`src/rtl/gpu_ctrl_pkg.sv`:
```
// Shared GPU command encodings and sequencer state type for the layer-header
// control path.
package gpu_ctrl_pkg;

  localparam logic [4:0] OP_RST_ALL_MEM = 5'b11000;
  localparam logic [4:0] OP_RST_LAYER   = 5'b11001;
  localparam logic [4:0] OP_WR_LAYER    = 5'b10001;

  localparam int unsigned OPCODE_MSB   = 15;
  localparam int unsigned OPCODE_LSB   = 11;
  localparam int unsigned IDX_LSB      = 6;
  localparam int unsigned ALL_FLAG_BIT = 5;

  typedef enum logic [1:0] {
    ST_IDLE    = 2'd0,
    ST_CLR_ALL = 2'd1,
    ST_CLR_ONE = 2'd2,
    ST_WR_DATA = 2'd3
  } seqState_t;

  // Index width for a counter over n items, never narrower than one bit.
  function automatic int unsigned idxWidth(input int unsigned n);
    return (n > 1) ? $clog2(n) : 1;
  endfunction

endpackage

```
`src/rtl/layer_cmd_decode.sv`:
```
// Combinational GPU layer-command decoder: classifies the opcode and extracts
// the layer index with an out-of-range flag.
module layer_cmd_decode #(
  parameter int NUM_LAYERS  = 8,
  parameter int LAYER_IDX_W = $clog2(NUM_LAYERS)
) (
  input  logic [15:0]            cmd,
  output logic                   is_clr_all,
  output logic                   is_clr_one,
  output logic                   is_wr,
  output logic [LAYER_IDX_W-1:0] idx,
  output logic                   idx_bad
);
  import gpu_ctrl_pkg::*;

  logic [4:0] opcode;
  logic       allFlag;
  logic       unusedCmd;

  assign opcode  = cmd[OPCODE_MSB:OPCODE_LSB];
  assign allFlag = cmd[ALL_FLAG_BIT];
  assign idx     = cmd[IDX_LSB +: LAYER_IDX_W];
  assign idx_bad = 32'(idx) >= 32'(NUM_LAYERS);

  assign is_clr_all = (opcode == OP_RST_ALL_MEM) || ((opcode == OP_RST_LAYER) && allFlag);
  assign is_clr_one = (opcode == OP_RST_LAYER) && !allFlag;
  assign is_wr      = (opcode == OP_WR_LAYER);

  assign unusedCmd = ^cmd;

endmodule

```
`src/rtl/layer_header_seq.sv`:
```
// Layer-header command sequencer: runs clear sweeps and multi-word header
// writes against header storage and tracks which layers hold a complete header.
module layer_header_seq #(
  parameter int  NUM_LAYERS   = 8,
  parameter int  LAYER_IDX_W  = $clog2(NUM_LAYERS),
  parameter int  HEADER_WORDS = 4,
  parameter int  DATA_W       = 16,
  localparam int WORD_W       = (HEADER_WORDS > 1) ? $clog2(HEADER_WORDS) : 1
) (
  input  logic                   clk,
  input  logic                   rst,
  input  logic [15:0]            cmd,
  input  logic                   cmd_valid,
  output logic                   cmd_ready,
  input  logic [DATA_W-1:0]      data,
  input  logic                   data_valid,
  output logic                   data_ready,
  output logic                   hdr_we,
  output logic                   hdr_clr,
  output logic [LAYER_IDX_W-1:0] hdr_layer,
  output logic [WORD_W-1:0]      hdr_word,
  output logic [DATA_W-1:0]      hdr_wdata,
  output logic [NUM_LAYERS-1:0]  layer_valid,
  output logic                   busy,
  output logic                   err
);
  import gpu_ctrl_pkg::*;

  seqState_t              state;
  logic [LAYER_IDX_W-1:0] idxQ;
  logic [LAYER_IDX_W-1:0] sweepCnt;
  logic [WORD_W-1:0]      wordCnt;
  logic [NUM_LAYERS-1:0]  layerValidQ;
  logic                   errQ;

  logic                   isClrAll;
  logic                   isClrOne;
  logic                   isWr;
  logic [LAYER_IDX_W-1:0] decIdx;
  logic                   decIdxBad;

  logic accept;
  logic beat;
  logic lastBeat;
  logic lastSweep;

  layer_cmd_decode #(
    .NUM_LAYERS  (NUM_LAYERS),
    .LAYER_IDX_W (LAYER_IDX_W)
  ) uDecode (
    .cmd        (cmd),
    .is_clr_all (isClrAll),
    .is_clr_one (isClrOne),
    .is_wr      (isWr),
    .idx        (decIdx),
    .idx_bad    (decIdxBad)
  );

  assign cmd_ready  = (state == ST_IDLE);
  assign busy       = !cmd_ready;
  assign accept     = cmd_valid && cmd_ready;
  assign data_ready = (state == ST_WR_DATA);
  assign beat       = data_ready && data_valid;
  assign lastBeat   = 32'(wordCnt) == 32'(HEADER_WORDS - 1);
  assign lastSweep  = 32'(sweepCnt) == 32'(NUM_LAYERS - 1);

  assign hdr_we      = beat;
  assign hdr_clr     = (state == ST_CLR_ALL) || (state == ST_CLR_ONE);
  assign layer_valid = layerValidQ;
  assign err         = errQ;

  // Storage-side address/data are held at zero unless a strobe is active.
  always_comb begin
    hdr_layer = '0;
    hdr_word  = '0;
    hdr_wdata = '0;
    case (state)
      ST_CLR_ALL: hdr_layer = sweepCnt;
      ST_CLR_ONE: hdr_layer = idxQ;
      ST_WR_DATA: begin
        if (beat) begin
          hdr_layer = idxQ;
          hdr_word  = wordCnt;
          hdr_wdata = data;
        end
      end
      default: ;
    endcase
  end

  always_ff @(posedge clk) begin
    if (rst) begin
      state       <= ST_IDLE;
      idxQ        <= '0;
      sweepCnt    <= '0;
      wordCnt     <= '0;
      layerValidQ <= '0;
      errQ        <= 1'b0;
    end else begin
      errQ <= 1'b0;
      case (state)
        ST_IDLE: begin
          if (accept) begin
            if (isClrAll) begin
              sweepCnt <= '0;
              state    <= ST_CLR_ALL;
            end else if (isClrOne || isWr) begin
              if (decIdxBad) begin
                errQ <= 1'b1;
              end else begin
                idxQ    <= decIdx;
                wordCnt <= '0;
                state   <= isWr ? ST_WR_DATA : ST_CLR_ONE;
              end
            end
          end
        end
        ST_CLR_ALL: begin
          layerValidQ[sweepCnt] <= 1'b0;
          if (lastSweep) begin
            sweepCnt <= '0;
            state    <= ST_IDLE;
          end else begin
            sweepCnt <= sweepCnt + 1'b1;
          end
        end
        ST_CLR_ONE: begin
          layerValidQ[idxQ] <= 1'b0;
          state             <= ST_IDLE;
        end
        ST_WR_DATA: begin
          if (beat) begin
            // First beat invalidates; a single-word header re-validates on the same edge.
            if (wordCnt == '0) layerValidQ[idxQ] <= 1'b0;
            if (lastBeat) begin
              layerValidQ[idxQ] <= 1'b1;
              wordCnt           <= '0;
              state             <= ST_IDLE;
            end else begin
              wordCnt <= wordCnt + 1'b1;
            end
          end
        end
        default: state <= ST_IDLE;
      endcase
    end
  end

endmodule

```
`config.mk`:
```
export PLATFORM = sky130hd
export DESIGN_NAME = layer_header_seq
export DESIGN_NICKNAME = d
export VERILOG_FILES = /design/src/rtl/gpu_ctrl_pkg.sv /design/src/rtl/layer_cmd_decode.sv /design/src/rtl/layer_header_seq.sv
export SDC_FILE = /design/constraint.sdc
export NUM_CORES = 1
export LEC_CHECK = 0
export ABC_AREA = 0
export BUFFER_PORTS_ARGS = -buffer_cell sky130_fd_sc_hd__buf_2
export CAP_MARGIN = 25
export CORE_MARGIN = 5
export CORE_UTILIZATION = 44
export CTS_CLUSTER_SIZE = 14
export DETAILED_ROUTE_END_ITERATION = 16
export MAX_ROUTING_LAYER = met4
export PLACE_DENSITY_LB_ADDON = 0.1
export SLEW_MARGIN = 20
export SYNTH_ARGS = -nofsm -noshare
export SYNTH_HDL_FRONTEND = slang
export SYNTH_SLANG_ARGS = --single-unit
```
`constraint.sdc`:
```
create_clock -name clk -period 2 [get_ports clk]
set_input_delay 0.2 -clock clk [delete_from_list [all_inputs] [get_ports clk]]
set_output_delay 0.2 -clock clk [all_outputs]
set_load 0.02 [all_outputs]
```
Word level (Yosys, flattened, before mapping)
Index checks and enable logic that the tools add are counted.
{"block": "word_totals", "ff_bits": 18, "latch_bits": 0, "ramBits": 0, "romBits": 0, "inputBits": 36, "out_inout_bits": 35, "wordCells": 89, "mem_count": 0}
{"block": "op_classes", "addsub": 2, "n_mul": 0, "n_div": 0, "order_cmp": 4, "eq_ne": 16, "shifts": 0, "muxes": 35, "bitwise": 6, "reduce_logical": 21}
{"op": "8-bit 2-to-1 mux", "count": 6}
{"op": "16-bit 2-to-1 mux", "count": 2}
{"op": "2-bit 2-to-1 mux", "count": 13}
{"op": "8-bit one-hot mux with 3 select lines", "count": 1}
{"op": "8-bit bitwise AND", "count": 2}
{"op": "8-bit NOT", "count": 2}
{"op": "5-bit == test (second input constant)", "count": 3}
{"op": "3-bit 2-to-1 mux", "count": 4}
{"op": "2-bit by 1-bit != test with 1-bit output (second input constant)", "count": 5}
{"op": "5-bit AND reduction", "count": 2}
{"op": "3-bit one-hot mux with 3 select lines", "count": 1}
{"op": "3-bit by 4-bit less-than comparator with 1-bit output (second input constant)", "count": 2}
{"op": "8-bit OR", "count": 1}
{"op": "2-bit one-hot mux with 4 select lines", "count": 1}
{"op": "1-bit demux with 3-bit select", "count": 2}
{"op": "2-bit == test (second input constant)", "count": 3}
{"op": "3-bit by 1-bit >= comparator with 1-bit output (second input constant)", "count": 2}
{"op": "1-bit logical AND", "count": 6}
{"op": "3-bit one-hot mux with 2 select lines", "count": 1}
{"op": "2-bit zero test", "count": 2}
{"op": "2-bit != test (second input constant)", "count": 2}
{"op": "2-bit one-hot mux with 2 select lines", "count": 1}
{"op": "4-bit AND reduction", "count": 1}
{"op": "2-bit nonzero test", "count": 2}
{"op": "12 further kinds", "count": 17}

Logic depth before layout (Yosys ltp)
Gate-level depths: netlist of run 1.
{"block": "depth", "depth_word": 14, "mapped_depth": 7, "depth_no_buf": 6}

By module
A second synthesis of run 1 with hierarchy kept.
{"block": "unflattened", "cells_unflattened": 171, "hier_area_um2": 1375.1}
{"module": "layer_header_seq", "n_inst": 1, "cells_per_inst": 160, "area_per_inst_um2": 1298.7, "seq_area_each_um2": 380.4}
{"module": "layer_cmd_decode", "n_inst": 1, "cells_per_inst": 11, "area_per_inst_um2": 76.3, "seq_area_each_um2": 0.0}

Least setup slack after synthesis of run 1
OpenSTA, ideal clock, no wires.
{"block": "synth_path", "kind": "register to register", "start": "reg state[0]", "end": "reg state[0]", "setup_ns": 0.087, "arrival_time_ns": 1.804, "t_required_ns": 1.913, "slack_ns": 0.109, "stages_incl_launch_ff": 7, "path_buffers": 1, "synth_period_minus_slack_ns": 1.891, "cell_sequence": "dfxtp_1 > inv_1 > ha_1 > buf_6 > a221o_1 > or4_1 > o31ai_1"}
{"block": "synth_between", "elab_chain_cells": 4, "elab_cells_between_ends": 13, "cone_classes": "eq/ne: 8; mux: 1; reduce/logical: 4"}
{"item": "start: declaration", "line": "layer_header_seq.sv:29", "text": "seqState_t state;"}
{"item": "start signal: assignment", "line": "layer_header_seq.sv:113", "text": "state <= isWr ? ST_WR_DATA : ST_CLR_ONE;"}
{"item": "2-bit zero test *", "line": "layer_header_seq.sv:59", "text": "assign cmd_ready = (state == ST_IDLE);"}
{"item": "via cmd_ready", "line": "layer_header_seq.sv:14", "text": "output logic cmd_ready,"}
{"item": "1-bit logical AND", "line": "layer_header_seq.sv:61", "text": "assign accept = cmd_valid && cmd_ready;"}
{"item": "2-bit by 1-bit != test with 1-bit output (no line)"}
{"item": "5-bit AND reduction (no line)"}
Mark *: on every way through the listed nets, which the timed path passes. The rest lies on a longest branch.
A chain may end at the register's enable or synchronous reset.

Final worst setup path of run 1
{"block": "layout_path", "start": "reg state[0]", "end": "out hdr_layer[0]"}
{"block": "layout_between", "elab_chain_cells": 4, "elab_cells_between_ends": 6, "cone_classes": "eq/ne: 3; mux: 2; reduce/logical: 1"}
{"item": "2-bit == test", "line": "layer_header_seq.sv:62, layer_header_seq.sv:77"}
{"item": "1-bit logical AND", "line": "layer_header_seq.sv:63", "text": "assign beat = data_ready && data_valid;"}
{"item": "3-bit 2-to-1 mux", "line": "layer_header_seq.sv:81", "text": "if (beat) begin"}
{"item": "3-bit one-hot mux with 3 select lines *", "line": "layer_header_seq.sv:77", "text": "case (state)"}
{"item": "end: declaration", "line": "layer_header_seq.sv:20", "text": "output logic [LAYER_IDX_W-1:0] hdr_layer,"}
Every way passes the cells marked *; elsewhere a longest branch is shown, timed or not.

==> results_dict.tcl, run 1 <==
set metrics [dict create \
    final_cells 255 \
    initial_core_util 0.462 \
    startpoint_type "flop" \
    cts_resized 0 \
    path_clk_slew_ps 120 \
    synth_area_per_cell_um2 7.94 \
    ant_nets 0 \
    drive_gt1_frac 0.371 \
    first_pass_iters 4 \
    period_share 0.930 \
    final_common_cell "buf_2" \
    maxSlewViolCount 0 \
    setup_viol 0 \
    most-common-layout-cells "buf_2, a21oi_1, and3_1, dfxtp_1, nor2_1" \
    grt.overflow.total 0 \
    syn2layout_area_growth_pct 30.8 \
    synthCells 162 \
    die_y_um 64.1 \
    hold_violations 0 \
    drt-wirelength-per-cell_um 13.8 \
    irDropWorstVdd_mv 0.327 \
    postSynthNetCount 207 \
    cts-root-buf "clkbuf_4" \
    power.density_nw_per_um2 409 \
    cts_num_sinks 18 \
    synth-seq-cells 18 \
    drc 0 \
    vias 1412 \
    htree_levels 1 \
    n_antenna_cell 0 \
    required_ps 1800 \
    numPortBuffers 62 \
    synth.top_cell.area_share 0.280 \
    antenna_found_initial 0 \
    r2r_slack_ps 160 \
    synth_flop_cell "dfxtp_1" \
    ys_seq_area_frac 0.280 \
    worstSkewPairLatency_ps 300 \
    max_freq_mhz 538 \
    viasPerCell 5.54 \
    hold_class "primary input to flop" \
    final_nets 270 \
    crit_path_end_kind "output port" \
    grt_pass1_wl_mm 5.90 \
    crit_type "flop to output port" \
    fin_crit_ps 1860 \
    core_area_um2 2780 \
    track_usage 0.176 \
    grt_setup_unrepaired "yes" \
    cts_setup_buffers 0 \
    cp_max_fo 8 \
    synth-warning-count 0 \
    drtIter0Drc 38 \
    dpl.hpwl_mm 2.75 \
    row_count 19 \
    finalSetupTns_ps 0 \
    ys_types 44 \
    clk_path_buf_depth 2 \
    outcome "completed" \
    gp_congestion 0.848 \
    arrival_ps 1660 \
    fp.dieArea_um2 4100 \
    grt_pass1_vias 1404 \
    fin_util 0.605 \
    maxCapViolCount 0 \
    netlist_area_um2 1290 \
    ctsHoldBuffers 0 \
    grt_max_degree 23 \
    fp.dieW_um 64.1 \
    finClkSkew_ps 10.7 \
    synth_enable_flop_cells 0 \
    wirelength_mm 3.52 \
    yosysTopAreaCell "dfxtp_1" \
    ys_top_cells_by_area "dfxtp_1, and3_1, ha_1, a21oi_1, o21ai_0" \
    cts_tree "built" \
    leakage_nw 0.900 \
    numCtsBuffers 3 \
    pin_count 71 \
    dp_cells 251 \
    async_flop_share 0 \
]
registers in the layout (all words and copies together) (netlist names):
name         cells
wordCnt          2
idxQ             3
sweepCnt         3
layer_valid      8
state            2
Yosys cell counts, types with 3 or more instances:
master / count
nor2_1: 11
nand3b_1: 3
clkbuf_1: 5
nor3_1: 4
nand2_1: 9
ha_1: 9
mux2i_1: 3
dfxtp_1: 18
nor2b_1: 4
inv_1: 9
o21ai_0: 10
and3_1: 18
a2111oi_0: 4
a21oi_1: 19
per-layer routing:
layer / up-vias / GRT usage / share of wire
met2: 54 / 0.318 / 0.48
met4: 0 / 0.0571 / 0.013
met3: 6 / 0.0420 / 0.091
met5: - / - / 0
met1: 636 / 0.187 / 0.41
li1: 716 / - / -
path summary, 6_finish.rpt:
check            startpoint        endpoint  cells past startpoint
max                state[0]    hdr_layer[0]                      5
min                  cmd[8]         idxQ[2]                      3
max reg2reg        state[1]        state[0]                      6
min reg2reg  layer_valid[0]  layer_valid[0]                      2
critical path: stages (launching register included):
cell,delay (ps)
dfxtp_1,390
ha_2,290
and2_2,240
o21ai_0,110
a21oi_1,150
buf_2,180
through the flow:
stage                     cell area (µm²)  hold WS (ps)  setup WS (ps)  power (W)
after global placement               1630           430            161   0.000458
after floorplan                      1290           344            109   0.000422
final                                1680           135            140   0.000689
after detailed placement             1630           442            133   0.000460
after global routing                 1680           143          0.480   0.000727
after CTS                            1660           126           41.5   0.000696
cell type report:
class	instances	area, µm²
Tap cell	31	38.8
Timing Repair Buffer	68	355
Sequential cell	18	360
Clock buffer	4	36.3
Inverter	9	33.8
Fill cell	256	1100
Multi-Input combinational cell	125	858
cell families (layout without fill, tap and decap cells):
logic type      count (synthesis)  in the layout  synth area share
fa+ha+maj                       9              9            0.0876
flops                          18             18             0.280
other cells                     1              1           0.00292
compound gates                 47             47             0.238
simple gates                   65             65             0.300
mux                             3              3            0.0233
buf+inv                        19             81            0.0681
where the power goes:
| part | internal (W) | leakage (nW) | switching [W] | total [W] |
|---|---|---|---|---|
| combinational | 0.0000397 | 0.734 | 0.0000525 | 0.0000922 |
| clock | 0.000111 | 0.0210 | 0.000124 | 0.000235 |
| sequential | 0.000360 | 0.145 | 0.00000215 | 0.000362 |
| total | 0.000511 | 0.900 | 0.000178 | 0.000689 |
Note: power is estimated with default switching activity, not from simulation.
==> run 2, diff against run 1 <==
--- a/config.mk
+++ b/config.mk
@@ -8,8 +8,11 @@
 export ABC_AREA = 0
 export BUFFER_PORTS_ARGS = -buffer_cell sky130_fd_sc_hd__buf_2
 export CAP_MARGIN = 25
+export CELL_PAD_IN_SITES_DETAIL_PLACEMENT = 1
+export CELL_PAD_IN_SITES_GLOBAL_PLACEMENT = 2
+export CORE_ASPECT_RATIO = 0.9
 export CORE_MARGIN = 5
-export CORE_UTILIZATION = 44
+export CORE_UTILIZATION = 23
 export CTS_CLUSTER_SIZE = 14
 export DETAILED_ROUTE_END_ITERATION = 16
 export MAX_ROUTING_LAYER = met4
==> run 2 against run 1 <==
Against the previous run:
- cell count rose by 15%
- sequential power barely moved
- critical path type unchanged
- combinational power rose by 5.2%
- power rose by 12%
- die area rose by 75%
- largest power group unchanged
- utilization fell by 27 points
- cell area rose by 5.9%
- clock-buffer cell count did not move
- worst setup slack got worse by 48 ps
- flip-flop and latch count did not move
- via count rose by 4.0%
- sequential share of layout area fell by 1.1 points
==> results_dict.tcl, run 2 (synthesis gave the netlist of run 1 again) <==
set metrics [dict create \
    vias 1468 \
    fin_crit_ps 1910 \
    cts_num_sinks 18 \
    most-common-layout-cells "buf_2, a21oi_1, and3_1" \
    period_share 0.954 \
    setup_viol 0 \
    worstSkewPairLatency_ps 260 \
    fill_cells 649 \
    pin_count 71 \
    clk_path_buf_depth 2 \
    outcome "completed" \
    fin_util 0.333 \
    syn2layout_area_growth_pct 38.5 \
    viasPerCell 4.99 \
    cts_setup_buffers 0 \
    crit_type "flop to output port" \
    switching_share 0.256 \
    combPwrFrac 0.125 \
    htree_levels 1 \
    required_ps 1800 \
    cts_tree "built" \
    leakage_nw 0.925 \
    grt_pass1_vias 1414 \
    cellInternalPower_w 0.000576 \
    max_freq_mhz 524 \
    ant_nets 0 \
    drtIter0Drc 62 \
    n_antenna_cell 0 \
    p_sw_w 0.000198 \
    wl_met2_mm 2.10 \
    cp_max_fo 8 \
    wl_met3_um 389 \
    track_usage 0.129 \
    dpl.hpwl_mm 3.66 \
    grt_pass1_wl_mm 7.09 \
    irDropWorstVdd_mv 0.152 \
    p_total_w 0.000774 \
    crit_path_end_kind "output port" \
    drive_gt1_frac 0.374 \
    first_pass_iters 4 \
    finalSetupTns_ps 0 \
    antenna_found_initial 0 \
    cts-root-buf "clkbuf_8" \
    final_common_cell "buf_2" \
    seqPwrFrac 0.468 \
    wirelength_mm 4.58 \
    final_nets 273 \
    maxCapViolCount 0 \
    drt-wirelength-per-cell_um 15.6 \
    fp.dieArea_um2 7190 \
    power.density_nw_per_um2 435 \
    arrival_ps 1710 \
    numPortBuffers 62 \
    gp_congestion 0.780 \
    met1Wirelength_mm 2.04 \
    grt.overflow.total 0 \
    row_count 25 \
    grt_setup_unrepaired "yes" \
    largest_register_ffs 8 \
    grt_max_degree 23 \
    fp.dieW_um 88.8 \
    drc 0 \
    p_clk_frac 0.407 \
    finClkSkew_ps 4.21 \
    die_y_um 80.9 \
    core_area_um2 5350 \
    hold_violations 0 \
    path_clk_slew_ps 80 \
    startpoint_type "flop" \
    numCtsBuffers 3 \
    initial_core_util 0.240 \
    maxSlewViolCount 0 \
    routed.top_layer "met4" \
    hold_class "primary input to flop" \
]
-- run 2: final timing paths --
path               endpoint  cells past startpoint  slack, ps           start
max            hdr_layer[1]                      6         90        state[1]
max reg2reg        state[0]                      6        110        state[1]
min reg2reg  layer_valid[3]                      2        520  layer_valid[3]
min                 idxQ[1]                      3        170          cmd[7]
-- run 2: critical path: stages (launching register included) --
cell and delay, ps:
dfxtp_1 400, ha_4 220, and2_1 200, buf_4 170, o21ai_0 80, a21oi_1 180, buf_2 190
-- run 2: power by group through the flow --
stage	Sequential (W)	Clock, W	Combinational [W]
finish	0.000363	0.000315	0.0000970
floorplan	0.000370	0	0.0000525
global route	0.000363	0.000342	0.000107
detailed placement	0.000370	0	0.0000961
CTS	0.000362	0.000327	0.0000968
global placement	0.000370	0	0.0000934
-- run 2: stage by stage --
| stage | area [µm²] | setup WS (ps) | std cells | hold slack (ps) |
|---|---|---|---|---|
| floorplan | 1290 | 109 | 162 | 344 |
| global route | 1780 | 1.67 | 294 | 181 |
| finish | 1780 | 91.9 | 294 | 170 |
| CTS | 1760 | 24.3 | 294 | 174 |
| detailed placement | 1690 | 7.65 | 290 | 447 |
| global placement | 1690 | 148 | 290 | 441 |
-- run 2: cell type report --
type	instances	area [µm²]	area share
Inverter	9	33.8	0.0190
Tap cell	67	83.8	0.0471
Sequential cell	18	362	0.203
Multi-Input combinational cell	125	870	0.488
Clock buffer	4	55.1	0.0309
Timing Repair Buffer	71	378	0.212
-- run 2: routing by layer --
layer  up-vias  track usage
li1        724            -
met5         -            -
met3         4       0.0223
met1       691        0.158
met2        49        0.216
met4         0       0.0363
-- run 2: what timing repair did --
item,in CTS,in global routing
hold buffers,0,0
endpoints found under the setup margin,4,6
gates resized for setup,3,7
endpoints found under the hold margin,0,0
